--- config.mk ---
export PLATFORM = sky130hd
export DESIGN_NAME = lion_gate_counter
export DESIGN_NICKNAME = d
export VERILOG_FILES = /design/src/rtl/lion_gate_counter_pkg.sv /design/src/rtl/lion_gate_counter_gate_filter.sv /design/src/rtl/lion_gate_counter.sv
export SDC_FILE = /design/constraint.sdc
export NUM_CORES = 1
export LEC_CHECK = 0
export CORE_MARGIN = 2
export CORE_UTILIZATION = 59
export DETAILED_ROUTE_END_ITERATION = 12
export PLACE_DENSITY = 0.81
export SETUP_SLACK_MARGIN = 0.4
export SLEW_MARGIN = 20
export SYNTH_ARGS = -nofsm -noshare
export SYNTH_HDL_FRONTEND = slang
export SYNTH_SLANG_ARGS = --single-unit
--- constraint.sdc ---
create_clock -name clk -period 10 [get_ports clk]
set_clock_uncertainty 0.2 [all_clocks]
set_input_delay 3 -clock clk [delete_from_list [all_inputs] [get_ports clk]]
set_output_delay 3 -clock clk [all_outputs]
set_load 0.01 [all_outputs]
--- src/rtl/lion_gate_counter_pkg.sv ---
`default_nettype none
// ============================================================================
//  Module      : lion_pkg
//  Description : Shared types and helpers for the two-gate occupancy counter:
//                sequence FSM state encoding, direction codes and the gate
//                pair each FSM state expects to see.
//  Revision    : 1.0  initial release
// ============================================================================
package lion_pkg;

    // Sequence FSM states, explicitly 3-bit encoded
    typedef enum logic [2:0] {
        IDLE     = 3'd0,
        IN_A     = 3'd1,
        IN_AB    = 3'd2,
        IN_B     = 3'd3,
        OUT_B    = 3'd4,
        OUT_AB   = 3'd5,
        OUT_A    = 3'd6,
        WAIT_CLR = 3'd7
    } lion_state_t;

    // Direction of a completed pass
    localparam logic [1:0] DIR_NONE = 2'd0;
    localparam logic [1:0] DIR_IN   = 2'd1;
    localparam logic [1:0] DIR_OUT  = 2'd2;

    // Filtered {a,b} pair that keeps a given state where it is.
    // WAIT_CLR has no resting pair; it is handled separately.
    function automatic logic [1:0] state_pair(input lion_state_t st);
        logic [1:0] p;
        p = 2'b00;
        case (st)
            IN_A,  OUT_A  : p = 2'b10;
            IN_AB, OUT_AB : p = 2'b11;
            IN_B,  OUT_B  : p = 2'b01;
            default       : p = 2'b00;
        endcase
        return p;
    endfunction

    // Both gate bits toggled in the same cycle: never a legal step
    function automatic logic both_changed(input logic [1:0] prev, input logic [1:0] curr);
        return &(prev ^ curr);
    endfunction

endpackage
`default_nettype wire

--- src/rtl/lion_gate_counter_gate_filter.sv ---
`default_nettype none
// ============================================================================
//  Module      : gate_filter
//  Description : Two-flop synchroniser followed by a debouncer. The filtered
//                output follows the synchronised input only after the two
//                have disagreed for DEB consecutive cycles.
//  Revision    : 1.0  initial release
// ============================================================================
module gate_filter
    import lion_pkg::*;
#(
    parameter int DEB   = 4,
    parameter int DEB_W = $clog2(DEB + 1)
) (
    input  logic clk,
    input  logic reset,
    input  logic raw_i,
    output logic filt_o
);

    logic             sync1_q;
    logic             sync2_q;
    logic             filt_q;
    logic             filt_d;
    logic [DEB_W-1:0] cnt_q;
    logic [DEB_W-1:0] cnt_d;

    // Two-flop synchroniser for the asynchronous light-gate input
    always_ff @(posedge clk) begin
        if (reset) begin
            sync1_q <= 1'b0;
            sync2_q <= 1'b0;
        end else begin
            sync1_q <= raw_i;
            sync2_q <= sync1_q;
        end
    end

    // Debounce: count disagreeing cycles, adopt on the DEB-th, restart on agreement
    always_comb begin
        filt_d = filt_q;
        cnt_d  = '0;
        if (sync2_q != filt_q) begin
            if (cnt_q == DEB_W'(DEB - 1)) begin
                filt_d = sync2_q;
                cnt_d  = '0;
            end else begin
                cnt_d  = cnt_q + DEB_W'(1);
            end
        end
    end

    // Debounce state register
    always_ff @(posedge clk) begin
        if (reset) begin
            filt_q <= 1'b0;
            cnt_q  <= '0;
        end else begin
            filt_q <= filt_d;
            cnt_q  <= cnt_d;
        end
    end

    assign filt_o = filt_q;

endmodule
`default_nettype wire

--- src/rtl/lion_gate_counter.sv ---
`default_nettype none
// ============================================================================
//  Module      : lion_gate_counter
//  Description : Two-gate cage occupancy counter. Filters both light gates,
//                decodes complete A->B (entry) and B->A (exit) passes with a
//                four-phase sequence FSM and keeps a saturating count with
//                full/empty flags, event pulses and error pulses.
//  Revision    : 1.0  initial release
// ============================================================================
module lion_gate_counter
    import lion_pkg::*;
#(
    parameter int CNT_W     = 8,
    parameter int MAX_COUNT = 200,
    parameter int DEB       = 4,
    parameter int DEB_W     = $clog2(DEB + 1)
) (
    input  logic             clk,
    input  logic             reset,
    input  logic             gate_a,
    input  logic             gate_b,
    input  logic             clear,
    output logic [CNT_W-1:0] count,
    output logic             full,
    output logic             empty,
    output logic             enter_p,
    output logic             exit_p,
    output logic             seq_err_p,
    output logic             sat_err_p,
    output logic             busy
);

    // Reject configurations the counter cannot represent
    generate
        if (MAX_COUNT > (2 ** CNT_W) - 1) begin : g_max_check
            $error("lion_gate_counter: MAX_COUNT does not fit in CNT_W bits");
        end
        if (DEB < 1) begin : g_deb_check
            $error("lion_gate_counter: DEB must be at least 1");
        end
    endgenerate

    logic        a_filt;
    logic        b_filt;
    logic [1:0]  pair;

    lion_state_t state_q;
    lion_state_t state_d;
    logic        busy_q;
    logic [1:0]  dir_d;
    logic        seq_err_d;

    logic [CNT_W-1:0] count_q;
    logic             enter_q;
    logic             exit_q;
    logic             seq_err_q;
    logic             sat_err_q;

    gate_filter #(
        .DEB   (DEB),
        .DEB_W (DEB_W)
    ) u_filter_a (
        .clk    (clk),
        .reset  (reset),
        .raw_i  (gate_a),
        .filt_o (a_filt)
    );

    gate_filter #(
        .DEB   (DEB),
        .DEB_W (DEB_W)
    ) u_filter_b (
        .clk    (clk),
        .reset  (reset),
        .raw_i  (gate_b),
        .filt_o (b_filt)
    );

    assign pair = {a_filt, b_filt};

    // FSM state register; busy is registered alongside the state
    always_ff @(posedge clk) begin
        if (reset) begin
            state_q <= IDLE;
            busy_q  <= 1'b0;
        end else begin
            state_q <= state_d;
            busy_q  <= (state_d != IDLE);
        end
    end

    // Next-state: one gate bit at a time walks the path, two at once is illegal
    always_comb begin
        state_d = state_q;
        if (state_q == WAIT_CLR) begin
            if (pair == 2'b00) begin
                state_d = IDLE;
            end
        end else if (pair != state_pair(state_q)) begin
            if (both_changed(state_pair(state_q), pair)) begin
                state_d = WAIT_CLR;
            end else begin
                case (state_q)
                    IDLE   : state_d = (pair == 2'b10) ? IN_A   : OUT_B;
                    IN_A   : state_d = (pair == 2'b11) ? IN_AB  : IDLE;
                    IN_AB  : state_d = (pair == 2'b01) ? IN_B   : IN_A;
                    IN_B   : state_d = (pair == 2'b00) ? IDLE   : IN_AB;
                    OUT_B  : state_d = (pair == 2'b11) ? OUT_AB : IDLE;
                    OUT_AB : state_d = (pair == 2'b10) ? OUT_A  : OUT_B;
                    OUT_A  : state_d = (pair == 2'b00) ? IDLE   : OUT_AB;
                    default: state_d = IDLE;
                endcase
            end
        end
    end

    // Output decode: completed pass direction and illegal-transition flag
    always_comb begin
        dir_d     = DIR_NONE;
        seq_err_d = 1'b0;
        if (state_q != WAIT_CLR) begin
            if (pair != state_pair(state_q) && both_changed(state_pair(state_q), pair)) begin
                seq_err_d = 1'b1;
            end else if (state_q == IN_B && pair == 2'b00) begin
                dir_d = DIR_IN;
            end else if (state_q == OUT_A && pair == 2'b00) begin
                dir_d = DIR_OUT;
            end
        end
    end

    // Saturating occupancy counter; clear wins over a same-cycle pass and its pulses
    always_ff @(posedge clk) begin
        if (reset) begin
            count_q   <= '0;
            enter_q   <= 1'b0;
            exit_q    <= 1'b0;
            seq_err_q <= 1'b0;
            sat_err_q <= 1'b0;
        end else begin
            enter_q   <= 1'b0;
            exit_q    <= 1'b0;
            sat_err_q <= 1'b0;
            seq_err_q <= seq_err_d;
            if (clear) begin
                count_q <= '0;
            end else if (dir_d == DIR_IN) begin
                if (count_q < CNT_W'(MAX_COUNT)) begin
                    count_q <= count_q + CNT_W'(1);
                    enter_q <= 1'b1;
                end else begin
                    sat_err_q <= 1'b1;
                end
            end else if (dir_d == DIR_OUT) begin
                if (count_q != '0) begin
                    count_q <= count_q - CNT_W'(1);
                    exit_q  <= 1'b1;
                end else begin
                    sat_err_q <= 1'b1;
                end
            end
        end
    end

    assign count     = count_q;
    assign full      = (count_q == CNT_W'(MAX_COUNT));
    assign empty     = (count_q == '0);
    assign enter_p   = enter_q;
    assign exit_p    = exit_q;
    assign seq_err_p = seq_err_q;
    assign sat_err_p = sat_err_q;
    assign busy      = busy_q;

endmodule
`default_nettype wire
==> results by group, run 1 <==
Global routing
  • Vias in the first global route: 1294
  • Maximum number of pins on one net before global-route repair: 15
  • GR Overflow Total: 0
  • Number of antenna violations at the first check in global routing: 0
  • First-pass GRT wire length: approximately 5600 um
  • Overall global routing resource usage: between 20 and 25%

Worst setup path
  • Required time worst endpoint: slightly below 7 ns
  • Maximum fanout along the worst path: 5
  • Category of the worst setup path launch point: flip-flop
  • Arr. time, crit path: 2.24 ns
  • Peak per-stage delay on the critical path: 0.61 ns
  • Path type of the worst setup path: reg -> out
  • Slowest CP cell: sky130_fd_sc_hd__clkdlybuf4s50_1
  • CP endpoint kind: output port
  • Top cell family by delay on the critical path: simple AND/OR/NAND/NOR gates
  • Count of buffer and inverter cells on the critical path: 1
  • Series of cell instances along the critical path: or4_1 > nor3_2 > clkdlybuf4s50_1

Synth
  • Cell with the most instances after synthesis: sky130_fd_sc_hd__dfxtp_1
  • Share of flip-flops with an asynchronous set or reset: 0%
  • Top_reg_cell synth: sky130_fd_sc_hd__dfxtp_1
  • Ranking of synthesized cells by area: sky130_fd_sc_hd__dfxtp_1 34%, sky130_fd_sc_hd__ha_1 13%, sky130_fd_sc_hd__nor2_1 4.8%
  • Post-synth design cell area: around 1600 um2
  • Mapped Cells: 187
  • #FFs+latches synth: 28
  • Syn nets: 210
  • Mean cell area of the mapped netlist: 8.80 um2
  • Share of the synthesized area in the top cell type: 34.1%
  • Number of flops mapped to enable cells by yosys: 0
  • Leading post-synthesis cells by instance count: 28 x sky130_fd_sc_hd__dfxtp_1, 21 x sky130_fd_sc_hd__nor2_1, 17 x sky130_fd_sc_hd__ha_1, 13 x sky130_fd_sc_hd__a21oi_1, 12 x sky130_fd_sc_hd__inv_1
  • Distinct cell type count after synthesis: 47
  • Warnings from Yosys: 0
  • Register area share after synthesis: 34.1%
  • Largest area contributor in the synthesized netlist: sky130_fd_sc_hd__dfxtp_1

Timing
  • Unrepaired setup endpoints after global routing: no
  • Final hold vios: 0
  • Worst max-slew margin expressed relative to the limit: roughly two thirds
  • Shortest clock period the worst path allows after layout: 5.44 ns
  • Slew at the pin with the worst max-slew slack: 0.503 ns
  • Maximum achievable frequency: 0.184 GHz
  • Final TNS setup: 0 ns
  • Max-slew violation count: 0
  • Final cycle utilization of the critical path: 54.4%
  • Smallest hold slack: 0.230 ns
  • Count of final setup violators: 0
  • Setup WS post-layout: 4.56 ns

Power and ir drop
  • Sequential share of power: 52.0%
  • Comb power frac: 28.4%
  • Net switching power of the design: 74.3 uW
  • Worst-case vdd ir drop: ~0.14 mV
  • Clock power frac: between 10% and 20%
  • Reported leakage power: ~0.75 nW
  • Power density over cell area: between 100 and 150 nW/um2
  • Switching share of power: 31.0%
  • Internal portion of total power: 165 uW

Die
  • # rows: 19
  • Total Die Area: between 3000 and 4000 um2
  • Core region area: about 2700 um2
  • Starting density of the core: about three fifths
  • Number of ports placed on the die boundary: 20
  • Overall die width: around 57 um
  • Vertical die dimension: approximately 57 um

Route
  • Iteration count of the initial detailed-routing pass: 4
  • Remaining antenna violation count: 0
  • Routed Wire Length: 3150 um
  • Wire length per cell: 13.6 um
  • DRC: 0
  • Initial DRC Count: 53
  • Post-DR vias/cell: slightly below 6
  • Total via count after detailed routing: 1360

Cells and area
  • Area added between synthesis and finish: 12.4%
  • Final #Nets: 226
  • Share of final-layout standard cells stronger than drive strength 1: roughly 5.5%
  • Diodes inserted: 0
  • Post-layout instance area: approximately 1800 um2
  • Core utilization of the finished layout: about two thirds

Clock network
  • Number of hold-repair buffers added at the cts stage: 0
  • Number of clock sinks: 28
  • Resized cells post-CTS: 0
  • Total setup buffers inserted after CTS: 0
  • Clock-pin transition on the worst setup and hold timing paths: roughly 0.14 ns
  • Skew-Pair Late Insertion Delay: 0.33 ns
  • TritonCTS Buffers: 3
  • Clk root buf: sky130_fd_sc_hd__clkbuf_4
  • H-tree levels: 1
  • TritonCTS clock tree: built
  • Max clock buf depth: 2

Placed design
  • Post-placement worst setup slack: between 4 and 5 ns
  • Placed wire-length estimate after detailed placement: 2370 um
  • Input/output buffers: 19
  • Placer Congestion: 0.830
  • Post-placement cell area: 1830 um2

Worst hold path
  • Class of the tightest hold or removal check: reg -> reg

Flow run
  • Total of max-cap violations: 0

Status
  • Status: completed
-- path summary, 6_finish.rpt --
path | start | endpoint | slack [ns] | depth (start not counted)
setup reg to reg | state_q[0]$_SDFF_PP0_ | count[7]$_SDFFE_PP0P_ | 5.63 | 16
setup / recovery | count[4]$_SDFFE_PP0P_ | empty | 4.56 | 3
hold reg to reg | u_filter_a.cnt_q[0]$_SDFF_PP0_ | u_filter_a.cnt_q[0]$_SDFF_PP0_ | 0.23 | 1
hold / removal | u_filter_a.cnt_q[0]$_SDFF_PP0_ | u_filter_a.cnt_q[0]$_SDFF_PP0_ | 0.23 | 1
-- layer usage --
layer	up-vias	track usage [%]	share of wire, %
met3	5	2.76	4.8
met2	43	36.4	47
met4	0	8.97	1.4
met5	-	0	0
li1	675	-	-
met1	637	27.8	46
-- power by group through the flow --
stage | Combinational [mW] | Clock (mW) | Sequential [mW]
after detailed placement | 0.0669 | 0 | 0.127
after floorplan | 0.0595 | 0 | 0.125
final | 0.0680 | 0.0468 | 0.125
after global placement | 0.0639 | 0 | 0.126
after CTS | 0.0673 | 0.0489 | 0.125
after global routing | 0.0763 | 0.0520 | 0.125
-- flip-flops by register name, summed over array words and instances, names as in the netlist --
| signal | cells |
|---|---|
| count | 8 |
| state_q | 3 |
| u_filter_a.cnt_q | 3 |
| u_filter_b.cnt_q | 3 |
| busy | 1 |
| enter_p | 1 |
| exit_p | 1 |
| sat_err_p | 1 |
| seq_err_p | 1 |
| u_filter_a.filt_o | 1 |
| u_filter_a.sync1_q | 1 |
| u_filter_a.sync2_q | 1 |
| u_filter_b.filt_o | 1 |
| u_filter_b.sync1_q | 1 |
| u_filter_b.sync2_q | 1 |
-- final cells by class --
type                            count  area (um2)
Clock buffer                        3        22.5
Fill cell                         223         861
Inverter                           12        45.0
Multi-Input combinational cell    139         992
Sequential cell                    28         561
Tap cell                           31        38.8
Timing Repair Buffer               19         190
-- per-stage QoR --
step,instances,power (mW)
final,232,0.239
after global routing,232,0.254
after CTS,232,0.241
after detailed placement,229,0.194
after global placement,229,0.190
after floorplan,187,0.184
-- cell usage in the layout (no fill, tap or decap), types with 2 or more instances in the layout --
cell / netlist / final
sky130_fd_sc_hd__nor2_1: 21 / 21
sky130_fd_sc_hd__nor3_1: 5 / 5
sky130_fd_sc_hd__xnor2_1: 8 / 8
sky130_fd_sc_hd__nand3_1: 3 / 3
sky130_fd_sc_hd__o22ai_1: 3 / 3
sky130_fd_sc_hd__clkdlybuf4s50_1: 0 / 19
sky130_fd_sc_hd__inv_1: 12 / 12
sky130_fd_sc_hd__nand2b_1: 3 / 3
sky130_fd_sc_hd__nor2b_1: 4 / 4
sky130_fd_sc_hd__or3_1: 5 / 5
sky130_fd_sc_hd__o21ai_0: 7 / 7
sky130_fd_sc_hd__mux2i_1: 6 / 6
sky130_fd_sc_hd__a21o_1: 2 / 2
sky130_fd_sc_hd__nand2_1: 11 / 11
sky130_fd_sc_hd__clkbuf_4: 0 / 3
sky130_fd_sc_hd__a21oi_1: 13 / 13
sky130_fd_sc_hd__dfxtp_1: 28 / 28
sky130_fd_sc_hd__and2_1: 3 / 3
sky130_fd_sc_hd__xor2_1: 2 / 2
sky130_fd_sc_hd__ha_1: 17 / 17
-- cell families (layout without fill, tap and decap cells) --
kind of cell	Yosys count	after routing	share of synthesized area (%)
compound gates	39	39	15.9
xor+xnor	10	10	5.32
fa+ha+maj	19	19	14.8
buf+inv	20	34	5.63
flops	28	28	34.1
mux	7	7	4.33
simple gates	64	64	19.9
Power figures use the tool's default switching activity.
==> run 2: changes to the inputs <==
Settings changed: CORE_UTILIZATION 59 to 55, PLACE_DENSITY 0.81 to 0.76.
Clock period 10 ns to 5.62 ns, I/O delays scaled along.
==> run 2 against run 1 <==
The run now ends with design-rule violations left; non-clock buffer count unchanged; register-to-register slack worse by 4.3 ns; routed wire length up 0.25%; sequential power up 77%; core utilization down 1.2 points; total power up 98%; clock power rose to 2.8 times the previous value; die area up 6.7%; highest routed layer unchanged.
==> results by group, run 2 (synthesis gave the netlist of run 1 again) <==
Power and ir drop
  • Reported leakage power: 0.762 nW (+1.9%)
  • Power density over cell area: 252 nW/um2 (+94%)
  • Worst-case vdd ir drop: 0.193 mV (+35%)

Worst setup path
  • Maximum fanout along the worst path: 11 (+6)
  • Slowest CP cell: sky130_fd_sc_hd__dfxtp_1
  • CP endpoint kind: flip-flop
  • Required time worst endpoint: 5.65 ns (-1.15 ns)
  • Count of buffer and inverter cells on the critical path: 2 (+1)
  • Peak per-stage delay on the critical path: 0.46 ns (-0.15 ns)
  • Arr. time, crit path: 4.31 ns (+2.07 ns)
  • Most numerous cell on the critical path: sky130_fd_sc_hd__ha_1
  • Series of cell instances along the critical path: inv_1 > ha_1 > nor3b_1 > or3_4 > and2_1 > o21ai_0 > or3_1 > ha_1 > inv_1 > ha_1 > a21o_1 > a21oi_1 > o31ai_1 > mux2i_1 > xor2_1 > nor2_1
  • Category of the worst setup path launch point: flip-flop
  • Top cell family by delay on the critical path: simple AND/OR/NAND/NOR gates
  • Path type of the worst setup path: reg -> reg

Clock network
  • Clk root buf: sky130_fd_sc_hd__clkbuf_4
  • Max clock buf depth: 2 (unchanged)
  • Clock-pin transition on the worst setup and hold timing paths: 0.14 ns (about the same)
  • Number of hold-repair buffers added at the cts stage: 0 (unchanged)
  • H-tree levels: 1 (unchanged)
  • Total setup buffers inserted after CTS: 0 (unchanged)
  • TritonCTS Buffers: 3 (unchanged)
  • Skew-Pair Late Insertion Delay: 0.32 ns (about the same)
  • Resized cells post-CTS: 0 (unchanged)
  • Number of clock sinks: 28 (unchanged)
  • TritonCTS clock tree: built

Global routing
  • Fraction of met3 tracks used by global routing: 2.42% (-0.35 points)
  • Met2 track demand over resource: 33.1% (-3.3 points)
  • Maximum number of pins on one net before global-route repair: 17 (+2)
  • Overall global routing resource usage: 21.1% (-0.47 points)
  • Number of antenna violations at the first check in global routing: 0 (unchanged)
  • GR Layer Usage met1: 30.4% (+2.6 points)
  • GR peak layer: met2
  • GR Overflow Total: 0 (unchanged)
  • Vias in the first global route: 1270 (-1.9%)
  • First-pass GRT wire length: 5690 um (+1.5%)

Placed design
  • Cell count after placement: 229 (unchanged)
  • Placed wire-length estimate after detailed placement: 2380 um (+0.33%)
  • Placer Congestion: 0.870 (+4.8%)
  • Input/output buffers: 19 (unchanged)
  • Post-placement worst setup slack: 1.38 ns (-3.57 ns)

Timing
  • Final TNS setup: 0 ns (unchanged)
  • Final hold vios: 0 (unchanged)
  • Final cycle utilization of the critical path: 76.2%
  • Slew at the pin with the worst max-slew slack: 0.542 ns (+0.0392 ns)
  • Smallest hold slack: 0.228 ns (-0.00165 ns)
  • Unrepaired setup endpoints after global routing: no
  • Count of final setup violators: 0 (unchanged)
  • Max-slew violation count: 0 (unchanged)
  • Setup WS post-layout: 1.34 ns (-3.22 ns)
  • Worst max-slew margin expressed relative to the limit: 63.7% (-2.6 points)
  • Maximum achievable frequency: 0.234 GHz
  • Shortest clock period the worst path allows after layout: 4.28 ns

Cells and area
  • Flip-flop and latch area: 561 um2 (unchanged)
  • Leading cell type in the layout, fill and taps excluded: sky130_fd_sc_hd__dfxtp_1
  • Area added between synthesis and finish: 14.2%
  • Flip-flop count of the largest register, all copies and words added: 8 (unchanged)
  • Post-layout instance count excluding filler cells: 233 (+0.43%)
  • Fill cell count: 240 (+7.6%)
  • Diodes inserted: 0 (unchanged)
  • Most used cells in the layout excluding fill and tap cells: 28 x sky130_fd_sc_hd__dfxtp_1, 21 x sky130_fd_sc_hd__nor2_1, 19 x sky130_fd_sc_hd__clkdlybuf4s50_1
  • Share of final-layout standard cells stronger than drive strength 1: 5.94% (+0.47 points)
  • Area occupied by multi-input gates: 992 um2 (unchanged)
  • Final #Nets: 226 (unchanged)

Flow run
  • Total of max-cap violations: 0 (unchanged)

Die
  • Overall die width: 58.7 um (+3.3%)
  • Total Die Area: 3450 um2 (+6.7%)
  • Number of ports placed on the die boundary: 20 (unchanged)
  • Starting density of the core: 58.7% (-2.1 points)
  • Vertical die dimension: 58.7 um (+3.3%)
  • # rows: 19 (unchanged)
  • Core region area: 2810 um2 (+3.5%)

Worst hold path
  • Class of the tightest hold or removal check: reg -> reg

Route
  • Total via count after detailed routing: 1333 (-2.0%)
  • Remaining antenna violation count: 0 (unchanged)
  • Wire length per cell: 13.5 um (-0.18%)
  • Routed Wire Length: 3150 um (+0.25%)
  • Post-DR vias/cell: 5.72 (-2.4%)
  • DRC: 2 (+2)
  • Iteration count of the initial detailed-routing pass: 8 (+4)
  • Initial DRC Count: 111 (+110%)

Status
  • Violated checks: design-rule violations
  • Status: finished with violations
## run 2: power by group
| part | internal (mW) | switching, mW |
|---|---|---|
| Clock | 0.0721 | 0.0572 |
| Sequential | 0.210 | 0.0109 |
| Combinational | 0.0589 | 0.0641 |
| Total | 0.341 | 0.132 |
## run 2: routing by layer
metal  routed length (um)  share of wire [%]
met1                 1530                 48
met2                 1510                 48
met3                   88                2.8
met4                   27               0.86
met5                    0                  0
## run 2: through the flow
stage                     total power [mW]  instance area [um2]  util (%)
after floorplan                      0.328                 1650         -
after global routing                 0.502                 1880      67.0
final                                0.473                 1880      67.0
after global placement               0.341                 1830      65.1
after CTS                            0.477                 1880      67.0
after detailed placement             0.347                 1830      65.1
## run 2: layout make-up
type / instances / share of cell area, %
clock buffers: 3 / 1.20
multi-input cells: 139 / 52.8
flip-flops and latches: 28 / 29.8
well taps: 31 / 2.06
repair buffers: 19 / 10.1
clock inverters: 1 / 1.60
inverters: 12 / 2.40
## run 2: worst paths after layout
kind | cells past startpoint | slack (ns) | from | endpoint
setup / recovery | 16 | 1.34 | state_q[0]$_SDFF_PP0_ | count[7]$_SDFFE_PP0P_
hold / removal | 1 | 0.23 | u_filter_b.cnt_q[0]$_SDFF_PP0_ | u_filter_b.cnt_q[0]$_SDFF_PP0_
setup reg to reg | 16 | 1.34 | state_q[0]$_SDFF_PP0_ | count[7]$_SDFFE_PP0P_
hold reg to reg | 1 | 0.23 | u_filter_b.cnt_q[0]$_SDFF_PP0_ | u_filter_b.cnt_q[0]$_SDFF_PP0_
